[src/rtl/apb_master_arb.sv]
// rtl/apb_master_arb.sv - two-port round-robin APB master with wait-state and timeout handling
module apb_master_arb #(
    parameter int AWIDTH  = 8,
    parameter int DWIDTH  = 32,
    parameter int TIMEOUT = 16
) (
    input  logic              PCLK,
    input  logic              PRESET,
    input  logic              req0_valid,
    output logic              req0_ready,
    input  logic              req0_write,
    input  logic [AWIDTH-1:0] req0_addr,
    input  logic [DWIDTH-1:0] req0_wdata,
    input  logic              req1_valid,
    output logic              req1_ready,
    input  logic              req1_write,
    input  logic [AWIDTH-1:0] req1_addr,
    input  logic [DWIDTH-1:0] req1_wdata,
    output logic              rsp_valid,
    output logic              rsp_id,
    output logic [DWIDTH-1:0] rsp_rdata,
    output logic              rsp_err,
    output logic              PSEL,
    output logic              PENABLE,
    output logic              PWRITE,
    output logic [AWIDTH-1:0] PADDR,
    output logic [DWIDTH-1:0] PWDATA,
    input  logic [DWIDTH-1:0] PRDATA,
    input  logic              PREADY,
    input  logic              PSLVERR
);

    localparam logic [1:0] ST_IDLE   = 2'd0;
    localparam logic [1:0] ST_SETUP  = 2'd1;
    localparam logic [1:0] ST_ACCESS = 2'd2;

    logic [1:0]  state;
    logic        last_grant;
    logic        owner;
    logic [31:0] wait_cnt;
    logic        grant0, grant1;
    logic        hs0, hs1;
    logic        timed_out;
    logic        done;

    // On a tie the port opposite the last winner is granted.
    always_comb begin
        grant0    = req0_valid && (!req1_valid || last_grant);
        grant1    = req1_valid && (!req0_valid || !last_grant);
        req0_ready = (state == ST_IDLE) && grant0 && !PRESET;
        req1_ready = (state == ST_IDLE) && grant1 && !PRESET;
        hs0       = req0_valid && req0_ready;
        hs1       = req1_valid && req1_ready;
        // wait_cnt holds the number of earlier ACCESS cycles, so this fires on ACCESS cycle TIMEOUT.
        timed_out = (TIMEOUT != 0) && !PREADY && (wait_cnt == 32'(TIMEOUT - 1));
        done      = (state == ST_ACCESS) && (PREADY || timed_out);
        PSEL      = (state != ST_IDLE);
        PENABLE   = (state == ST_ACCESS);
    end

    always_ff @(posedge PCLK) begin
        if (PRESET) begin
            state      <= ST_IDLE;
            last_grant <= 1'b1;
            owner      <= 1'b0;
            wait_cnt   <= '0;
            PWRITE     <= 1'b0;
            PADDR      <= '0;
            PWDATA     <= '0;
            rsp_valid  <= 1'b0;
            rsp_id     <= 1'b0;
            rsp_rdata  <= '0;
            rsp_err    <= 1'b0;
        end else begin
            rsp_valid <= done;
            case (state)
                ST_IDLE: begin
                    if (hs0 || hs1) begin
                        state      <= ST_SETUP;
                        PWRITE     <= hs0 ? req0_write : req1_write;
                        PADDR      <= hs0 ? req0_addr  : req1_addr;
                        PWDATA     <= hs0 ? req0_wdata : req1_wdata;
                        last_grant <= hs1;
                        owner      <= hs1;
                        wait_cnt   <= '0;
                    end
                end
                ST_SETUP: begin
                    state <= ST_ACCESS;
                end
                ST_ACCESS: begin
                    if (done) begin
                        state     <= ST_IDLE;
                        rsp_id    <= owner;
                        rsp_err   <= PREADY ? PSLVERR : 1'b1;
                        rsp_rdata <= (PREADY && !PWRITE) ? PRDATA : '0;
                    end else begin
                        wait_cnt <= wait_cnt + 32'd1;
                    end
                end
                default: state <= ST_IDLE;
            endcase
        end
    end

endmodule
[config.mk]
export PLATFORM = sky130hd
export DESIGN_NAME = apb_master_arb
export DESIGN_NICKNAME = d
export VERILOG_FILES = /design/src/rtl/apb_master_arb.sv
export SDC_FILE = /design/constraint.sdc
export NUM_CORES = 1
export LEC_CHECK = 0
export CORE_ASPECT_RATIO = 1.5
export CORE_MARGIN = 3
export CORE_UTILIZATION = 43
export DETAILED_ROUTE_END_ITERATION = 10
export PLACE_DENSITY = 0.83
export SYNTH_ARGS = -nofsm -noshare
export SYNTH_HDL_FRONTEND = slang
export SYNTH_SLANG_ARGS = --single-unit
[constraint.sdc]
create_clock -name PCLK -period 2.4 [get_ports PCLK]
set_input_delay 0.36 -clock PCLK [delete_from_list [all_inputs] [get_ports PCLK]]
set_output_delay 0.36 -clock PCLK [all_outputs]
set_load 0.02 [all_outputs]
# --- Yosys cells after proc, flatten, opt, wreduce, memory -nomap -nowiden ---
# Cells that the tools add are included.
word_totals:
  ff_bits: 112
  input_bits: 120
op_classes:
  n_eq_ne: 6
  add_sub_neg: 1
  n_reduce_logical: 28
  muxes: 11
ops:
  columns: ["cell", "n"]
  rows:
  - ["2-to-1 mux 32 bit", 4]
  - ["one-hot mux 32 bit (2 select lines)", 1]
  - ["adder 32 x 1 -> 32 bit, second input constant", 1]
  - ["equality test 32 x 4 -> 1 bit, second input constant", 1]
  - ["logical AND 1 bit", 11]
  - ["2-to-1 mux 8 bit", 1]
  - ["logical NOT 1 bit", 6]
  - ["one-hot mux 2 bit (3 select lines)", 1]
  - ["AND reduction 2 bit", 3]
  - ["logical OR 1 bit", 4]
  - ["2-to-1 mux 2 bit", 2]
  - ["inequality test 2 x 1 -> 1 bit, second input constant", 2]
  - ["nonzero test 2 bit", 2]
  - ["AND reduction 3 bit", 1]
  - ["equality test 2 x 1 -> 1 bit, second input constant", 1]
  - ["equality test 2 bit, second input constant", 1]
  - ["logical NOT 2 bit", 1]
  - ["2-to-1 mux 1 bit", 2]
  - ["inequality test 2 bit, second input constant", 1]

# --- Depth between registers and ports, before layout ---
# Gate-level depths: netlist (run 1).
logic_depth:
  ltp_word: 9
  mapped_depth: 8
  depth_no_buf: 6

# --- Least setup slack after synthesis (run 1) ---
# OpenSTA, ideal clock, no wires.
synth_path:
  path_type: "register to register"
  from: "register wait_cnt[0]"
  to: "register wait_cnt[11]"
  arrival_time_ns: 1.777
  stages_incl_launch_ff: 8
  path_slack_ns: 0.552
  setup_time_ns: 0.071
  period_less_slack_ns: 1.848
  path_buffers: 1
  cell_sequence: "dfxtp_1 ha_1 and3_1 nand4_1 o211ai_1 buf_4 or4_1 a21oi_1"
synth_via:
  elab_chain_cells: 6
  word_cells_on_any_way: 9
  classes_between: "1 x add/sub; 2 x eq/ne; 2 x mux; 4 x reduce/logical"
synth_lines:
  columns: ["element", "line_no", "rtl"]
  rows:
  - ["start, declared", "40", "logic [31:0] wait_cnt;"]
  - ["start signal, assigned", "98", "wait_cnt <= wait_cnt + 32'd1;"]
  - ["branches (longest 6 deep; another with adder 32 x 1 -> 32 bit)", null, null]
# Several ways; the timed one is not identified. The select of a mux whose other input is x is not followed.
# A chain may end at the register's enable or synchronous reset.

# --- Worst setup path after layout (run 1) ---
layout_path:
  from: "register state[1]"
  to: "output req0_ready"
layout_via:
  elab_chain_cells: 3
layout_lines:
  columns: ["element", "line_no", "rtl"]
  rows:
  - ["start, declared", "37", "logic [1:0] state;"]
  - ["start signal, assigned", "63", "state <= ST_IDLE;"]
  - ["start signal, assigned", "79", "state <= ST_SETUP;"]
  - ["start signal, assigned", "89", "state <= ST_ACCESS;"]
  - ["logical NOT 2 bit", "50", "req0_ready = (state == ST_IDLE) && grant0 && !PRESET;"]
  - ["logical AND 1 bit (2 in series)", "50", null]
  - ["end, declared", "10", "output logic req0_ready,"]
# No other way between the ends.

==> results of run 1 <==
## per-layer routing
| layer | track usage, % | routed length, um | up-vias |
|---|---|---|---|
| li1 | - | - | 2398 |
| met1 | 27.9 | 5820 | 2412 |
| met2 | 44.8 | 8320 | 260 |
| met3 | 7.53 | 1470 | 43 |
| met4 | 11.2 | 575 | 0 |
| met5 | 0 | 0 | - |
## worst max path at each step
stage / end / slack (ps) / cells past startpoint
6_report: req0_ready / 110 / 5
3_3_place_gp: wait_cnt[23]$_SDFFE_PP0P_ / 290 / 6
3_5_place_dp: wait_cnt[23]$_SDFFE_PP0P_ / 210 / 6
5_1_grt: req0_ready / 30 / 5
4_1_cts: req1_ready / 80 / 5
2_1_floorplan: wait_cnt[11]$_SDFFE_PP0P_ / 550 / 7
## flip-flops by register name, summed over array words and instances (netlist names)
register,flops
PWRITE,1
PADDR,8
rsp_valid,1
rsp_err,1
wait_cnt,32
last_grant,1
PWDATA,32
rsp_id,1
owner,1
rsp_rdata,32
state,2
## cell type report
type	count	area share, %
inverter	9	0.465
multi-input combinational	387	31.8
clock inverter	7	1.71
sequential	112	30.9
timing repair buffer	220	29.6
clock buffer	9	3.10
tap	144	2.48
## stage by stage
step,setup WS (ps),hold slack [ps],total power [mW],instances
6_report,112,338,4.53,888
5_1_grt,27.4,385,4.68,888
4_1_cts,79.4,332,4.55,888
3_5_place_dp,213,454,2.82,872
3_3_place_gp,286,448,2.80,872
2_1_floorplan,552,438,2.37,547
## cells by family (layout without fill, tap and decap cells)
family / Yosys count / count (layout) / share of synthesized area (%)
and+or+nand+nor: 234 / 234 / 23.0
DFF: 112 / 112 / 47.0
xor gates and xnor gates: 3 / 3 / 0.551
AOI/OAI and AO/OA: 143 / 143 / 23.0
adders and majority gates: 1 / 1 / 0.262
muxes: 6 / 6 / 1.26
buffers and inverters: 48 / 245 / 4.90
## worst reg2reg max path, stage by stage, from the launching register on
cell	delay [ps]
dfxtp_1	360
nor4_1	530
nand4_2	200
o211a_1	420
buf_4	260
a41oi_1	220
a31oi_1	60
## power groups by stage
stage / sequential, mW / combinational (mW) / clock (mW)
finish: 2.00 / 0.786 / 1.74
global route: 2.01 / 0.837 / 1.83
CTS: 2.00 / 0.788 / 1.77
detailed placement: 2.04 / 0.783 / 0
global placement: 2.03 / 0.770 / 0
floorplan: 2.13 / 0.243 / 0
## cells in the mapped netlist (2+ instances only)
cell and number:
dfxtp_1 112, nand2_1 103, nor2_1 52, a311oi_1 42, a22o_1 36, clkbuf_1 25
nand3_1 23, a21oi_1 18, a31oi_1 13, nor4_1 10, inv_1 8, nand4_1 8
buf_2 7, a22oi_1 6, mux2i_1 6, nor3_1 6, and2_1 5, o21ai_0 5
o21ai_1 5, or3_1 5, and3_1 3, buf_4 3, o31ai_1 3, or4_1 3
a21o_1 2, a41oi_1 2, nand2_2 2, nand2b_1 2, o211ai_1 2, o2bb2ai_1 2
xnor2_1 2
==> results.toml, run 1 <==
[run_status]
status = "completed"

[yosys]
ys_seq_area_share_pct = 47.0
synth_fp_nets = 668
syn_avg_cell_area_sq_um = 8.72
synth_flop_cell = "dfxtp_1"
synth_top_area_share_pct = 47.0
yosysWarningCount = 0
synth_edf_count = 0
synth_area_sq_mm = 0.00477
synth-seq-cells = 112
async_flop_share_pct = 0
synth.distinct_cells = 57
synth.largest_area_cell = "dfxtp_1"
yosys-top-cells-area = "dfxtp_1 47%, nand2_1 8.1%, a311oi_1 7.7%"
syn_inst = 547

[timing]
setup_viol = 0
tightest_slew_ps = 783
drv_slew = 0
finalHoldViolCount = 0
slew_headroom_pct = 47.8
setup-tns-final_ps = 0
clock_skew_ps = 10.6
finalCritPeriodShare_pct = 95.3
fmax_mhz = 437
min_period_ps = 2290
rsz0062_at_grt = "false"

[setup_path]
start_kind = "flip-flop"
path_max_fanout = 4
worstPathRequired_ps = 2040
cp-startpoint = "state[1]$_SDFFE_PP0P_"
r2r_cells = 6
arrival_ps = 1930
r2r-end = "wait_cnt[24]$_SDFFE_PP0P_"
cp_num_buf_inv = 2
cp_slowest_stage_delay_ps = 650
crit_path_cell_trace = "or2_4, nor2_1, nand3_2, inv_1, clkdlybuf4s50_1"
critical_path.endpoint_type = "primary output"
cp_top_family = "buffers and inverters"
crit_type = "reg -> out"
r2r_start = "wait_cnt[10]$_SDFFE_PP0P_"
r2r_slack_ps = 220
slowest_stage = "clkdlybuf4s50_1"

[power]
p_sw_share_pct = 25.0
p_leak_nw = 2.63
p_sw_mw = 1.13
clkPwrFrac_pct = 38.5
combPwrFrac_pct = 17.4
power-per-cell-area_mw_per_mm2 = 623
power.internal_mw = 3.39
seqPwrFrac_pct = 44.1
irDropWorstVdd_uv = 372

[route]
wirelength_mm = 16.2
drt_iter0_drc = 311
vias = 5113
antenna_left = 0
drc_errors = 0
first_pass_iters = 6
avgRoutedWirePerCell_um = 18.2
drt-vias-per-instance = 5.76

[place]
place_area_sq_mm = 0.00691
port_buffers = 199
place.gp.congestion = 0.933
dp_hpwl_mm = 12.1

[min_path]
hp-class = "in -> reg"
min_to = "last_grant$_SDFFE_PP1P_"
holdCritStartpoint = "PRESET"
min_delay_path_depth = 3

[floorplanning]
num_io_pins = 200
dieHeight_um = 135
rows = 46
dieArea_sq_mm = 0.0124
start_util_pct = 44.6
dieWidth_um = 92.0
core-area_sq_mm = 0.0107

[global_route]
grtUsageTotal_pct = 25.4
antenna_found_initial = 0
grt_pass1_wl_mm = 25.2
overflow = 0
grt_pass1_vias = 5093
grt_max_degree = 84

[clocking]
clk_pin_slew_ps = 70
cts_setup_buffers = 0
hold_buffers = 0
cts_resized = 0
numClockSinks = 112
cts_made_buffers = 9
htreeDepth = 3
cts_root_buffer = "clkbuf_16"
worstSkewPairLatency_ps = 350
cts_tree = "built"
cts_buffer_depth = 2

[final_layout]
final_common_cell = "clkdlybuf4s50_1"
diodes = 0
finalInstanceArea_sq_mm = 0.00726
synthToLayoutAreaGrowth_pct = 52.2
multiInputGateArea_sq_mm = 0.00231
fillers = 891
seqCellArea_sq_mm = 0.00224
final_cell_mix = "197 x clkdlybuf4s50_1, 112 x dfxtp_1, 103 x nand2_1"
final_util_pct = 67.8
drive_gt1_share_pct = 7.26
finalNetCount = 860

[job]
cap_violations = 0
(Power assumes the default switching activity.)
==> inputs of run 2 (changes only) <==
Settings changed: PLACE_DENSITY 0.83 to 0.81.
==> results.toml, run 2 (synthesis results as in run 1) <==
[timing]
drv_slew = 0
rsz0062_at_grt = "false"
setup-tns-final_ps = 0
finalHoldViolCount = 0
slew_headroom_pct = 49.0
min_period_ps = 2270
tightest_slew_ps = 766
finalCritPeriodShare_pct = 94.4
clock_skew_ps = 9.29
fmax_mhz = 441
setup_viol = 0

[min_path]
hp-class = "reg -> reg"
holdCritStartpoint = "rsp_id$_SDFFE_PP0P_"
min_delay_path_depth = 2
min_to = "rsp_id$_SDFFE_PP0P_"

[final_layout]
reg_top3 = "PWDATA: 32 flops, rsp_rdata: 32 flops, wait_cnt: 32 flops"
final_util_pct = 66.9
finalNetCount = 856
stdcell_count = 883
synthToLayoutAreaGrowth_pct = 50.1
fillers = 902
final_common_cell = "clkdlybuf4s50_1"
multiInputGateArea_sq_mm = 0.00231
drive_gt1_share_pct = 6.63
diodes = 0
final_cell_mix = "198 x clkdlybuf4s50_1, 112 x dfxtp_1, 103 x nand2_1"
seqCellArea_sq_mm = 0.00224

[clocking]
hold_buffers = 0
clk_pin_slew_ps = 70
htreeDepth = 3
numClockSinks = 112
cts_resized = 0
worstSkewPairLatency_ps = 350
cts_tree = "built"
cts_root_buffer = "clkbuf_16"
cts_buffer_depth = 2
cts_setup_buffers = 0
cts_made_buffers = 9

[floorplanning]
dieArea_sq_mm = 0.0124
rows = 46
start_util_pct = 44.6
num_io_pins = 200
dieHeight_um = 135
dieWidth_um = 92.0
core-area_sq_mm = 0.0107

[route]
vias = 5056
wirelength_mm = 16.0
drt-vias-per-instance = 5.73
first_pass_iters = 5
drc_errors = 0
avgRoutedWirePerCell_um = 18.2
drt_iter0_drc = 379
antenna_left = 0

[place]
place_inst = 868
place.gp.congestion = 0.970
dp_hpwl_mm = 11.6
port_buffers = 199

[setup_path]
path_max_fanout = 4
crit_type = "reg -> out"
critical_path.endpoint_type = "primary output"
r2r_slack_ps = 170
arrival_ps = 1910
r2r_cells = 6
start_kind = "flip-flop"
r2r-end = "rsp_rdata[16]$_SDFFE_PP0P_"
r2r_start = "wait_cnt[19]$_SDFFE_PP0P_"
worstPathRequired_ps = 2040

[global_route]
grt_pass1_vias = 5085
grtUsageTotal_pct = 25.1
grt_pass1_wl_mm = 25.0
grt_max_degree = 84
antenna_found_initial = 0
overflow = 0

[power]
p_sw_share_pct = 26.8
p_sw_mw = 1.12
power.internal_mw = 3.06
power-per-cell-area_mw_per_mm2 = 585
clkPwrFrac_pct = 33.6
irDropWorstVdd_uv = 335
seqPwrFrac_pct = 47.7
p_leak_nw = 2.56
combPwrFrac_pct = 18.7

[job]
cap_violations = 0

[run_status]
status = "completed"
[run 2: cell types whose count changed in the layout (fill, tap and decap cells not counted), sizes merged]
cell | previous run | this run
buf | 22 | 18
bufinv | 3 | 0
clkinv | 1 | 4
inv | 12 | 10
clkdlybuf4s50 | 197 | 198
clkinvlp | 0 | 1
dlymetal6s2s | 1 | 0
[run 2: worst max-delay path by stage]
stage | startpoint | endpoint | cells past startpoint
3_5_place_dp | req1_valid | PWDATA[13]$_SDFFE_PP0P_ | 6
6_report | state[1]$_SDFFE_PP0P_ | req1_ready | 5
3_3_place_gp | wait_cnt[0]$_SDFFE_PP0P_ | rsp_rdata[22]$_SDFFE_PP0P_ | 7
4_1_cts | state[1]$_SDFFE_PP0P_ | req1_ready | 5
5_1_grt | state[1]$_SDFFE_PP0P_ | req1_ready | 5
2_1_floorplan | wait_cnt[0]$_SDFFE_PP0P_ | wait_cnt[11]$_SDFFE_PP0P_ | 7
[run 2: cell type report]
cell class / instances / area share [%]
Sequential cell: 112 / 31.3
Inverter: 9 / 0.472
Tap cell: 144 / 2.51
Clock inverter: 6 / 0.646
Clock buffer: 9 / 3.14
Multi-Input combinational cell: 387 / 32.2
Timing Repair Buffer: 216 / 29.7
[run 2: layer usage]
layer / share of wire (%) / GRT usage (%) / vias to the layer above / wire length, um
met4: 1.9 / 9.26 / 0 / 302
met3: 9.8 / 9.14 / 31 / 1570
met1: 37 / 28.5 / 2393 / 5860
met5: 0 / 0 / - / 0
met2: 52 / 43.0 / 243 / 8300
li1: - / - / 2389 / -
[run 2: per-stage QoR]
stage	hold slack (ps)	instance area (sq um)	setup WS (ps)	power, mW
5_1_grt	486	7160	70.3	4.34
3_3_place_gp	447	6890	324	2.80
2_1_floorplan	438	4770	552	2.37
6_report	467	7160	134	4.19
3_5_place_dp	454	6890	234	2.82
4_1_cts	466	7160	122	4.20
[run 2: power by group through the flow]
stage / Combinational [mW] / Clock [mW] / Sequential, mW
after floorplan: 0.243 / 0 / 2.13
after global placement: 0.769 / 0 / 2.03
after detailed placement: 0.780 / 0 / 2.04
after CTS: 0.784 / 1.42 / 2.00
after global routing: 0.833 / 1.50 / 2.01
final: 0.783 / 1.41 / 2.00
[run 2: worst max-delay path, cell delays in order (launching register included)]
cell	delay [ps]
dfxtp_1	320
or2_4	270
nor2_1	160
nand3_1	140
inv_2	80
clkdlybuf4s50_1	590
==> inputs of run 3 (changes only) <==
Settings changed: GPL_TIMING_DRIVEN from default to 1, RECOVER_POWER from default to 25.
==> results.toml, run 3 (synthesis results as in run 1) <==
[run_status]
status = "completed"

[clocking]
numClockSinks = 112
hold_buffers = 0
cts_resized = 0
cts_buffer_depth = 2
cts_made_buffers = 9
clk_pin_slew_ps = 70
worstSkewPairLatency_ps = 350
cts_root_buffer = "clkbuf_16"
cts_setup_buffers = 0
cts_tree = "built"
htreeDepth = 3

[setup_path]
arrival_ps = 1900
path_max_fanout = 4
critical_path.endpoint_type = "primary output"
worstPathRequired_ps = 2040
crit_type = "reg -> out"
start_kind = "flip-flop"

[timing]
finalHoldViolCount = 0
clock_skew_ps = 8.39
slew_headroom_pct = 40.8
tightest_slew_ps = 888
rsz0062_at_grt = "false"
setup-tns-final_ps = 0
drv_slew = 0
finalCritPeriodShare_pct = 94.2
setup_viol = 0
min_period_ps = 2260
fmax_mhz = 442

[floorplanning]
core-area_sq_mm = 0.0107
dieHeight_um = 135
rows = 46
dieArea_sq_mm = 0.0124
dieWidth_um = 92.0
num_io_pins = 200
start_util_pct = 44.6

[place]
port_buffers = 199
dp_hpwl_mm = 11.6
place.gp.congestion = 0.970

[min_path]
hp-class = "reg -> reg"

[global_route]
grt_pass1_wl_mm = 25.0
overflow = 0
grt_max_degree = 84
grtUsageTotal_pct = 25.1
antenna_found_initial = 0
grt_pass1_vias = 5085

[route]
drc_errors = 0
vias = 5068
wirelength_mm = 16.0
first_pass_iters = 6
drt-vias-per-instance = 5.74
drt_iter0_drc = 381
antenna_left = 0
avgRoutedWirePerCell_um = 18.1

[power]
power-per-cell-area_mw_per_mm2 = 582
p_leak_nw = 2.70
irDropWorstVdd_uv = 336

[final_layout]
drive_gt1_share_pct = 6.63
final_util_pct = 66.9
finalNetCount = 856
final_cell_mix = "153 x clkdlybuf4s50_1, 112 x dfxtp_1, 103 x nand2_1"
synthToLayoutAreaGrowth_pct = 50.1
diodes = 0
reg_top3 = "PWDATA: 32 flops, rsp_rdata: 32 flops, wait_cnt: 32 flops"
final_common_cell = "clkdlybuf4s50_1"
fillers = 903

[job]
cap_violations = 0
==> run 3: changes by cell type in the layout (fill, tap and decap cells not counted) <==
| cell | previous run | this run |
|---|---|---|
| dlygate4sd3_1 | 0 | 45 |
| clkdlybuf4s50_1 | 198 | 153 |
| clkbuf_2 | 0 | 1 |
| buf_4 | 16 | 15 |
==> run 3: path summary, 6_finish.rpt <==
check             depth (start not counted)                    endpoint                 startpoint  slack (ps)
hold reg to reg                           2         rsp_id$_SDFFE_PP0P_        rsp_id$_SDFFE_PP0P_         460
setup reg to reg                          6  rsp_rdata[16]$_SDFFE_PP0P_  wait_cnt[19]$_SDFFE_PP0P_         180
setup / recovery                          5                  req1_ready      state[1]$_SDFFE_PP0P_         140
hold / removal                            2         rsp_id$_SDFFE_PP0P_        rsp_id$_SDFFE_PP0P_         460
==> run 3: through the flow <==
step,instances,setup WS [ps],cell area (sq um),power [mW],hold WS [ps]
4_1_cts,883,122,7160,4.20,466
2_1_floorplan,547,552,4770,2.37,438
6_report,883,140,7160,4.17,463
3_5_place_dp,868,234,6890,2.82,454
3_3_place_gp,868,324,6890,2.80,447
5_1_grt,883,73.2,7160,4.33,486
==> run 3: layout make-up <==
type / count / area [sq um] / area share [%]
tap: 144 / 180 / 2.52
clock inverter: 6 / 46.3 / 0.646
clock buffer: 9 / 225 / 3.14
timing repair buffer: 216 / 2120 / 29.7
inverter: 9 / 33.8 / 0.472
multi-input combinational: 387 / 2310 / 32.3
sequential: 112 / 2240 / 31.3
==> run 3: power by group <==
group / leakage [nW] / internal [mW] / switching (mW)
registers: 0.911 / 1.95 / 0.0489
clock network: 0.133 / 0.707 / 0.700
logic: 1.66 / 0.396 / 0.371
==> run 3: routing by layer <==
layer  vias up  track usage (%)  wire length (um)  share of wire [%]
li1       2390                -                 -                  -
met1      2407             28.5              5790                 36
met2       244             43.0              8370                 52
met3        27             9.14              1540                9.6
met4         0             9.26               294                1.8
met5         -                0                 0                  0
==> run 3: critical path: stages (launching register included) <==
cell and delay (ps):
dfxtp_1 320, or2_4 270, nor2_1 160, nand3_1 140, inv_2 80, clkdlybuf4s50_1 590
